==> config.mk <==
export PLATFORM = sky130hd
export DESIGN_NAME = seg7_frame_scan
export DESIGN_NICKNAME = d
export VERILOG_FILES = /design/src/rtl/seg7_pkg.sv /design/src/rtl/seg7_hex_decode.sv /design/src/rtl/seg7_frame_scan.sv
export SDC_FILE = /design/constraint.sdc
export NUM_CORES = 1
export LEC_CHECK = 0
export CORE_UTILIZATION = 54
export CTS_CLUSTER_SIZE = 28
export DETAILED_ROUTE_END_ITERATION = 7
export PLACE_DENSITY = 0.82
export SYNTH_ARGS = -nofsm -noshare
export SYNTH_HDL_FRONTEND = slang
export SYNTH_SLANG_ARGS = --single-unit
==> constraint.sdc <==
create_clock -name clk -period 2.7 [get_ports clk]
set_input_delay 0.54 -clock clk [delete_from_list [all_inputs] [get_ports clk]]
set_output_delay 0.54 -clock clk [all_outputs]
set_load 0.05 [all_outputs]
==> src/rtl/seg7_pkg.sv <==
// Shared constants and helpers for the seg7 frame scanner: segment map,
// segment bit constants and the scan-counter width function.
package seg7_pkg;

  // a..g active-high, bit0 = a
  localparam logic [6:0] SEG_MAP [16] = '{
    7'h3F, 7'h06, 7'h5B, 7'h4F, 7'h66, 7'h6D, 7'h7D, 7'h07,
    7'h7F, 7'h6F, 7'h77, 7'h7C, 7'h39, 7'h5E, 7'h79, 7'h71
  };

  localparam logic [7:0] SEG_OFF = 8'h00;
  localparam logic [7:0] SEG_DP  = 8'h80;

  function automatic int unsigned cnt_width(input int unsigned digits,
                                            input int unsigned scan_div);
    return scan_div + $clog2(digits);
  endfunction

endpackage

==> src/rtl/seg7_hex_decode.sv <==
// Combinational nibble + decimal point to 8-bit segment pattern,
// active-high; the caller applies pin polarity.
module seg7_hex_decode
  import seg7_pkg::*;
(
  input  logic [3:0] nibble_i,
  input  logic       dp_i,
  output logic [7:0] seg_o
);

  always_comb begin
    seg_o      = SEG_OFF;
    seg_o[6:0] = SEG_MAP[nibble_i];
    if (dp_i) seg_o = seg_o | SEG_DP;
  end

endmodule

==> src/rtl/seg7_frame_scan.sv <==
// Double-buffered 8-digit 7-segment scanner with anti-ghost blanking and
// tear-free frame swaps. Optional leading-zero suppression: SEG7_ZERO_BLANK_EN.
module seg7_frame_scan
  import seg7_pkg::*;
#(
  parameter int unsigned DIGITS         = 8,
  parameter int unsigned SCAN_DIV       = 13,
  parameter int unsigned BLANK_CYC      = 64,
  parameter bit          SEG_ACTIVE_LOW = 1'b1,
  parameter bit          EN_ACTIVE_LOW  = 1'b1
) (
  input  logic                  clk,
  input  logic                  rst,
  input  logic                  frame_valid,
  output logic                  frame_ready,
  input  logic [4*DIGITS-1:0]   frame_data,
  input  logic [DIGITS-1:0]     dp_mask,
  output logic [7:0]            dataout,
  output logic [DIGITS-1:0]     en,
  output logic                  scan_tick
);

  localparam int unsigned CW = cnt_width(DIGITS, SCAN_DIV);
  localparam int unsigned SW = CW - SCAN_DIV;
  localparam logic [SCAN_DIV-1:0] BLANK_PH = SCAN_DIV'(BLANK_CYC);
  localparam logic [7:0]          SEG_IDLE = SEG_ACTIVE_LOW ? 8'hFF : 8'h00;
  localparam logic [DIGITS-1:0]   EN_IDLE  = EN_ACTIVE_LOW ? '1 : '0;

  logic [CW-1:0]         cnt_q, cnt_d;
  logic                  pending_q, pending_d;
  logic [4*DIGITS-1:0]   shadow_q, shadow_d;
  logic [DIGITS-1:0]     shadow_dp_q, shadow_dp_d;
  logic [4*DIGITS-1:0]   active_q, active_d;
  logic [DIGITS-1:0]     active_dp_q, active_dp_d;
  logic                  active_valid_q, active_valid_d;
  logic [7:0]            seg_q, seg_d;
  logic [DIGITS-1:0]     en_q, en_d;
  logic                  tick_q, tick_d;

  logic [SW-1:0]         slot;
  logic [SCAN_DIV-1:0]   phase;
  logic [3:0]            nibble;
  logic                  dp;
  logic [7:0]            seg_raw;
  logic [DIGITS-1:0]     lz;
  logic                  blank;
  logic [7:0]            seg_n;
  logic [DIGITS-1:0]     en_n;

  assign slot   = cnt_q[CW-1:SCAN_DIV];
  assign phase  = cnt_q[SCAN_DIV-1:0];
  assign nibble = active_q[{slot, 2'b00} +: 4];
  assign dp     = active_dp_q[slot];

  seg7_hex_decode u_dec (
    .nibble_i (nibble),
    .dp_i     (dp),
    .seg_o    (seg_raw)
  );

  // Swap and accept are mutually exclusive: accept needs !pending, swap needs pending.
  always_comb begin
    cnt_d          = cnt_q + CW'(1);
    pending_d      = pending_q;
    shadow_d       = shadow_q;
    shadow_dp_d    = shadow_dp_q;
    active_d       = active_q;
    active_dp_d    = active_dp_q;
    active_valid_d = active_valid_q;
    tick_d         = (cnt_q == '0);
    if (frame_valid && !pending_q) begin
      shadow_d    = frame_data;
      shadow_dp_d = dp_mask;
      pending_d   = 1'b1;
    end
    if ((cnt_q == '1) && pending_q) begin
      active_d       = shadow_q;
      active_dp_d    = shadow_dp_q;
      active_valid_d = 1'b1;
      pending_d      = 1'b0;
    end
  end

  // Leading-zero flags: set while every digit from the top down to i is zero.
  always_comb begin
    lz = '0;
`ifdef SEG7_ZERO_BLANK_EN
    begin
      logic run;
      run = 1'b1;
      for (int unsigned k = 0; k < DIGITS; k++) begin
        run = run && (active_q[4*(DIGITS-1-k) +: 4] == 4'h0);
        lz[DIGITS-1-k] = run && (k != DIGITS-1);
      end
    end
`endif
  end

  always_comb begin
    blank = !active_valid_q || (phase < BLANK_PH);
    seg_n = SEG_OFF;
    en_n  = '0;
    if (!blank) begin
      if (!lz[slot]) begin
        en_n[slot] = 1'b1;
        seg_n      = seg_raw;
      end else if (dp) begin
        en_n[slot] = 1'b1;
        seg_n      = SEG_DP;
      end
    end
    seg_d = SEG_ACTIVE_LOW ? ~seg_n : seg_n;
    en_d  = EN_ACTIVE_LOW ? ~en_n : en_n;
  end

  always_ff @(posedge clk) begin
    if (rst) begin
      cnt_q          <= '0;
      pending_q      <= 1'b0;
      shadow_q       <= '0;
      shadow_dp_q    <= '0;
      active_q       <= '0;
      active_dp_q    <= '0;
      active_valid_q <= 1'b0;
      seg_q          <= SEG_IDLE;
      en_q           <= EN_IDLE;
      tick_q         <= 1'b0;
    end else begin
      cnt_q          <= cnt_d;
      pending_q      <= pending_d;
      shadow_q       <= shadow_d;
      shadow_dp_q    <= shadow_dp_d;
      active_q       <= active_d;
      active_dp_q    <= active_dp_d;
      active_valid_q <= active_valid_d;
      seg_q          <= seg_d;
      en_q           <= en_d;
      tick_q         <= tick_d;
    end
  end

  assign frame_ready = !pending_q;
  assign dataout     = seg_q;
  assign en          = en_q;
  assign scan_tick   = tick_q;

endmodule

# Word level (Yosys, flattened, before mapping)
# Memories as Yosys holds them, arrays and structs flattened. A register that Yosys moved wholly into a read port is not among the register bits.
# Index checks and enable logic that the tools add are counted.
dict set report op_classes {
  n_addsub 1
  multipliers 0
  div 0
  magnitude_cmp 4
  n_eq_ne 1
  shifts 1
  muxes 15
  bitwise_logic 3
  n_reduce_logical 8
}
# op count
set ops {}
lappend ops {{two-way mux 8 bit} 7}
lappend ops {{indexed part select 32 x 6 -> 4 bit} 1}
lappend ops {{adder 16 x 1 -> 16 bit (second input constant)} 1}
lappend ops {{== test 16 bit (second input constant)} 1}
lappend ops {{logical NOT 16 bit} 1}
lappend ops {{NOT 8 bit} 2}
lappend ops {{two-way mux 7 bit} 2}
lappend ops {{< comparator 13 x 7 -> 1 bit (second input constant)} 1}
lappend ops {{greater-or-equal comparator 5 bit (second input constant)} 1}
lappend ops {{NOT 4 -> 5 bit} 1}
lappend ops {{< comparator 3 x 4 -> 1 bit (second input constant)} 1}
lappend ops {{binary-select mux 1 bit (select 3 bit)} 1}
lappend ops {{demux 1 bit (select 3 bit)} 1}
lappend ops {{greater-or-equal comparator 3 x 1 -> 1 bit (second input constant)} 1}
lappend ops {{logical AND 1 bit} 3}
lappend ops {{two-way mux 1 bit} 3}
lappend ops {{two-way mux 3 bit} 1}
lappend ops {{logical NOT 1 bit} 2}
lappend ops {{OR reduction 2 bit} 1}
lappend ops {{logical OR 1 bit} 1}
dict set report totals {
  ff_bits 115
  latchBits 0
  ram_bits 0
  mem_bits_ro 120
  inputBits 43
  n_memories 2
}
# name words word_bits rd rd_clocked_by_memory_dff wr line_no
set memory_table {}
lappend memory_table {{(no name shown)} 16 7 1 0 0 seg7_hex_decode.sv:13} ;# seg_o[6:0] = SEG_MAP[nibble_i];
lappend memory_table {{(no name shown)} 8 1 1 1 0 seg7_frame_scan.sv:104} ;# if (!lz[slot]) begin

# Logic depth before layout (Yosys ltp)
dict set report logic_depth {
  word_depth 9
  ltp_mapped 10
  ltp_nobuf 8
}

# Cells and area by module
# A second synthesis with hierarchy kept.
dict set report hier_totals {
  cells_unflattened 557
  area_unflattened_um2 5024.8
}
# mod n_inst cells_per_inst area_per_inst_um2 seq_area_each_um2
set modules_own_cells {}
lappend modules_own_cells {seg7_frame_scan 1 523 4729.5 2302.2}
lappend modules_own_cells {seg7_hex_decode 1 34 295.3 0.0}

# Worst setup path after synthesis
# Ideal clock, no wire load.
dict set report synth_timing {
  kind {flip-flop to flip-flop}
  startpoint {register cnt_q[13]}
  endpoint {register seg_q[3], in the netlist dataout[3]}
  t_arrival_ps 2213
  required_ps 2569
  slack_ps 356
  stages_incl_launch_ff 10
  cell_sequence {dfxtp_1 buf_6 buf_12 mux4_1 mux2i_1 inv_1 ha_1 mux2_4 mux2i_1 nand2_1}
}
dict set report synth_between {
  elab_chain_len 9
}
# item line_no
set synth_lines {}
lappend synth_lines {{start: declaration} seg7_frame_scan.sv:29} ;# logic [CW-1:0] cnt_q, cnt_d;
lappend synth_lines {{start signal: assignment} seg7_frame_scan.sv:129} ;# cnt_q <= cnt_d;
lappend synth_lines {{indexed part select 32 x 6 -> 4 bit} seg7_frame_scan.sv:52} ;# assign nibble = active_q[{slot, 2'b00} +: 4];
lappend synth_lines {{NOT 4 -> 5 bit (implied by the code)} seg7_hex_decode.sv:13}
lappend synth_lines {{memory (16 x 7 bit)} --}
lappend synth_lines {{two-way mux 7 bit (implied by the code) (2 in a row)} seg7_hex_decode.sv:13}
lappend synth_lines {{two-way mux 8 bit} seg7_hex_decode.sv:14} ;# if (dp_i) seg_o = seg_o | SEG_DP;
lappend synth_lines {{two-way mux 8 bit} seg7_frame_scan.sv:104}
lappend synth_lines {{two-way mux 8 bit} seg7_frame_scan.sv:103} ;# if (!blank) begin
lappend synth_lines {{NOT 8 bit} seg7_frame_scan.sv:112} ;# seg_d = SEG_ACTIVE_LOW ? ~seg_n : seg_n;
lappend synth_lines {{end signal: assignment} seg7_frame_scan.sv:136} ;# seg_q <= seg_d;
lappend synth_lines {{end: declaration} seg7_frame_scan.sv:36} ;# logic [7:0] seg_q, seg_d;
# No other way between the ends. The select of a mux whose other input is x is not followed.
# A chain may end at the register's enable or synchronous reset.

# Worst setup path after layout
dict set report layout_timing {
  startpoint {register cnt_q[13]}
  endpoint {register seg_q[0], in the netlist dataout[0]}
}
# The elaborated chain is that of the path after synthesis.

==> results.py <==
metrics = {
    "run_status": {
        "status": "completed",
    },
    "synthesis": {
        "syn_nets": 586,
        "yosys-top-cells-area": "dfxtp_1 (50%), nand2_1 (14%), a21oi_1 (9.4%), mux4_1 (2.9%), clkbuf_1 (2.5%)",
        "yosysSeqAreaShare_pct": 50.37,
        "yosys.area.top_type_share_pct": 50.37,
        "ys_warn_count": 0,
        "synthCells": 535,
        "syn_area_sq_mm": 0.004571,
        "synth_top_area_cell": "dfxtp_1",
        "synth_seq_cells": 115,
        "avgSynthCellArea_sq_um": 8.543,
        "synth.distinct_cells": 38,
    },
    "sta": {
        "setup_viol": 0,
        "skew_ps": 9.240,
        "relSlewSlack_pct": 56.30,
        "tightest_slew_ps": 655.5,
        "hold_slack_ps": 454.6,
        "period_share_pct": 90.74,
        "finalHoldViolations": 0,
        "finalSetupTns_ps": 0,
        "max_freq_mhz": 408.2,
        "rsz0062_at_grt": "false",
        "slew_violations": 0,
        "timing.final.crit_period_ps": 2450,
    },
    "clock_network": {
        "cts_root_buf": "clkbuf_8",
        "postCtsSetupRepairBufs": 0,
        "cts_tree": "yes",
        "cts_resized": 0,
        "insertion_delay_ps": 520,
        "clk_pin_slew_worst_paths_ps": 60,
        "hold_buffers": 0,
        "cts_sinks": 115,
        "clockBufferDepth": 2,
        "cts_buffers": 17,
        "htree_levels": 4,
    },
    "setup_path": {
        "crit_path_start_kind": "flip-flop",
        "setup.worst_path.class": "reg2reg",
        "crit_fanout": 16,
        "crit_path_end_kind": "flip-flop",
        "critPathRequiredTime_ps": 3100,
        "crit_arrival_ps": 2850,
    },
    "die": {
        "die_h_um": 94,
        "ios": 61,
        "rows": 33,
        "die-area_sq_mm": 0.008836,
        "dieWidth_um": 94,
        "initial_core_util_pct": 55.63,
        "core-area_sq_mm": 0.008217,
    },
    "routing": {
        "drc": 0,
        "totalWireLength_um": 9859,
        "ant_nets": 0,
        "via_per_inst": 5.324,
        "post_drt_wl_per_cell_um": 14.00,
        "drtPass1Iterations": 4,
        "drtIter0Drc": 167,
        "via_count": 3748,
    },
    "cells_and_area": {
        "layout-drive-gt1-share_pct": 8.681,
        "fin_area_sq_mm": 0.005803,
        "mostFrequentLayoutCells": "nand2_1 (171), dfxtp_1 (115), a21oi_1 (86), clkdlybuf4s50_1 (59), nor2_1 (21)",
        "fillers": 607,
        "final_cells": 704,
        "area_growth_pct": 26.96,
        "num_antenna_cells": 0,
        "nets": 637,
        "final_common_cell": "nand2_1",
    },
    "grt": {
        "grt_usage_pct": 25.06,
        "antenna_found_initial": 0,
        "grt_overflow": 0,
        "grt_pass1_vias": 3677,
        "grt_max_degree": 69,
        "grt_pass1_wl_um": 16900,
    },
    "placement": {
        "placed_cell_area_sq_mm": 0.005195,
        "dp.cells": 672,
        "place.port_buffers": 60,
        "place.gp.congestion": 0.8853,
        "hpwl_um": 6381,
    },
    "min_path": {
        "hp-class": "reg2reg",
    },
    "power": {
        "peakVddDrop_uv": 600.6,
        "p_per_area_mw_per_mm2": 729.9,
        "power.leakage_nw": 2.161,
    },
    "flow_run": {
        "maxCapViolations": 0,
    },
}
[cell families after synthesis]
family | after synthesis | share of synthesized area [%]
mux | 20 | 7.090
buf+inv | 46 | 4.763
compound gates | 96 | 11.14
flops | 115 | 50.37
simple gates | 236 | 21.76
xor+xnor | 14 | 2.683
fa+ha+maj | 8 | 2.190
[layout make-up]
| type | instances | area, sq um | share of cell area (%) |
|---|---|---|---|
| Timing Repair Buffer | 72 | 685.7 | 11.82 |
| Clock inverter | 15 | 193.9 | 3.342 |
| Inverter | 6 | 22.52 | 0.3881 |
| Sequential cell | 115 | 2302 | 39.67 |
| Tap cell | 105 | 131.4 | 2.264 |
| Clock buffer | 17 | 414.1 | 7.137 |
| Multi-Input combinational cell | 374 | 2053 | 35.38 |
[report_power, final]
| part | switching (W) | leakage [nW] | internal [W] |
|---|---|---|---|
| registers | 0.0000253 | 0.934 | 0.00174 |
| logic | 0.0000898 | 0.938 | 0.0000896 |
| clock network | 0.000863 | 0.289 | 0.00143 |
| total | 0.000978 | 2.16 | 0.00326 |
[metal layers]
metal	up-vias	global-route usage [%]	share of wire, %
met3	24	8.576	4.5
met5	-	0	0
met2	105	42.27	51
met4	0	11.15	1.9
li1	1876	-	-
met1	1743	28.56	42
[through the flow]
stage / power, W / util [%] / setup slack (ps)
5_1_grt: 0.004373 / 70.63 / 183.5
4_1_cts: 0.004256 / 70.63 / 299.8
2_1_floorplan: 0.001889 / - / 356.4
6_report: 0.004235 / 70.63 / 250.1
3_5_place_dp: 0.001977 / 63.23 / 314.4
3_3_place_gp: 0.001972 / 63.23 / 433.2
[critical path: stages (launching register included)]
cell	delay, ps
dfxtp_1	530
buf_4	300
mux4_1	630
mux2i_4	390
nand2_1	200
a21oi_1	190
o31ai_1	90
[synthesized netlist by cell type (all sizes together)]
master,count
o21ai,3
mux4,7
nor3b,4
inv,6
xor2,12
a2111oi,1
nor2,21
or2,1
nand2b,2
ha,8
nand3,12
o221ai,2
clkbuf,30
o31ai,1
nand2,171
nor4,2
and3,4
nor2b,6
xnor2,2
nand4,5
o211ai,1
mux2,1
a21o,1
mux2i,12
a21oi,86
dfxtp,115
nor4b,1
nor3,3
o31a,1
and4,4
buf,10
[flip-flops by register name, summed over array words and instances, names as in the netlist]
| signal | count |
|---|---|
| active_dp_q | 8 |
| active_q | 32 |
| active_valid_q | 1 |
| cnt_q | 16 |
| dataout | 8 |
| en | 8 |
| pending_q | 1 |
| scan_tick | 1 |
| shadow_dp_q | 8 |
| shadow_q | 32 |
[final timing paths]
kind | to | from | slack (ps) | cells after the start
setup / recovery | dataout[0]$_SDFF_PP1_ | cnt_q[13]$_SDFF_PP0_ | 250 | 6
hold / removal | active_q[26]$_SDFFE_PP0P_ | shadow_q[26]$_SDFFE_PP0P_ | 450 | 2
hold reg to reg | active_q[26]$_SDFFE_PP0P_ | shadow_q[26]$_SDFFE_PP0P_ | 450 | 2
setup reg to reg | dataout[0]$_SDFF_PP1_ | cnt_q[13]$_SDFF_PP0_ | 250 | 6
(Power assumes the default switching activity.)
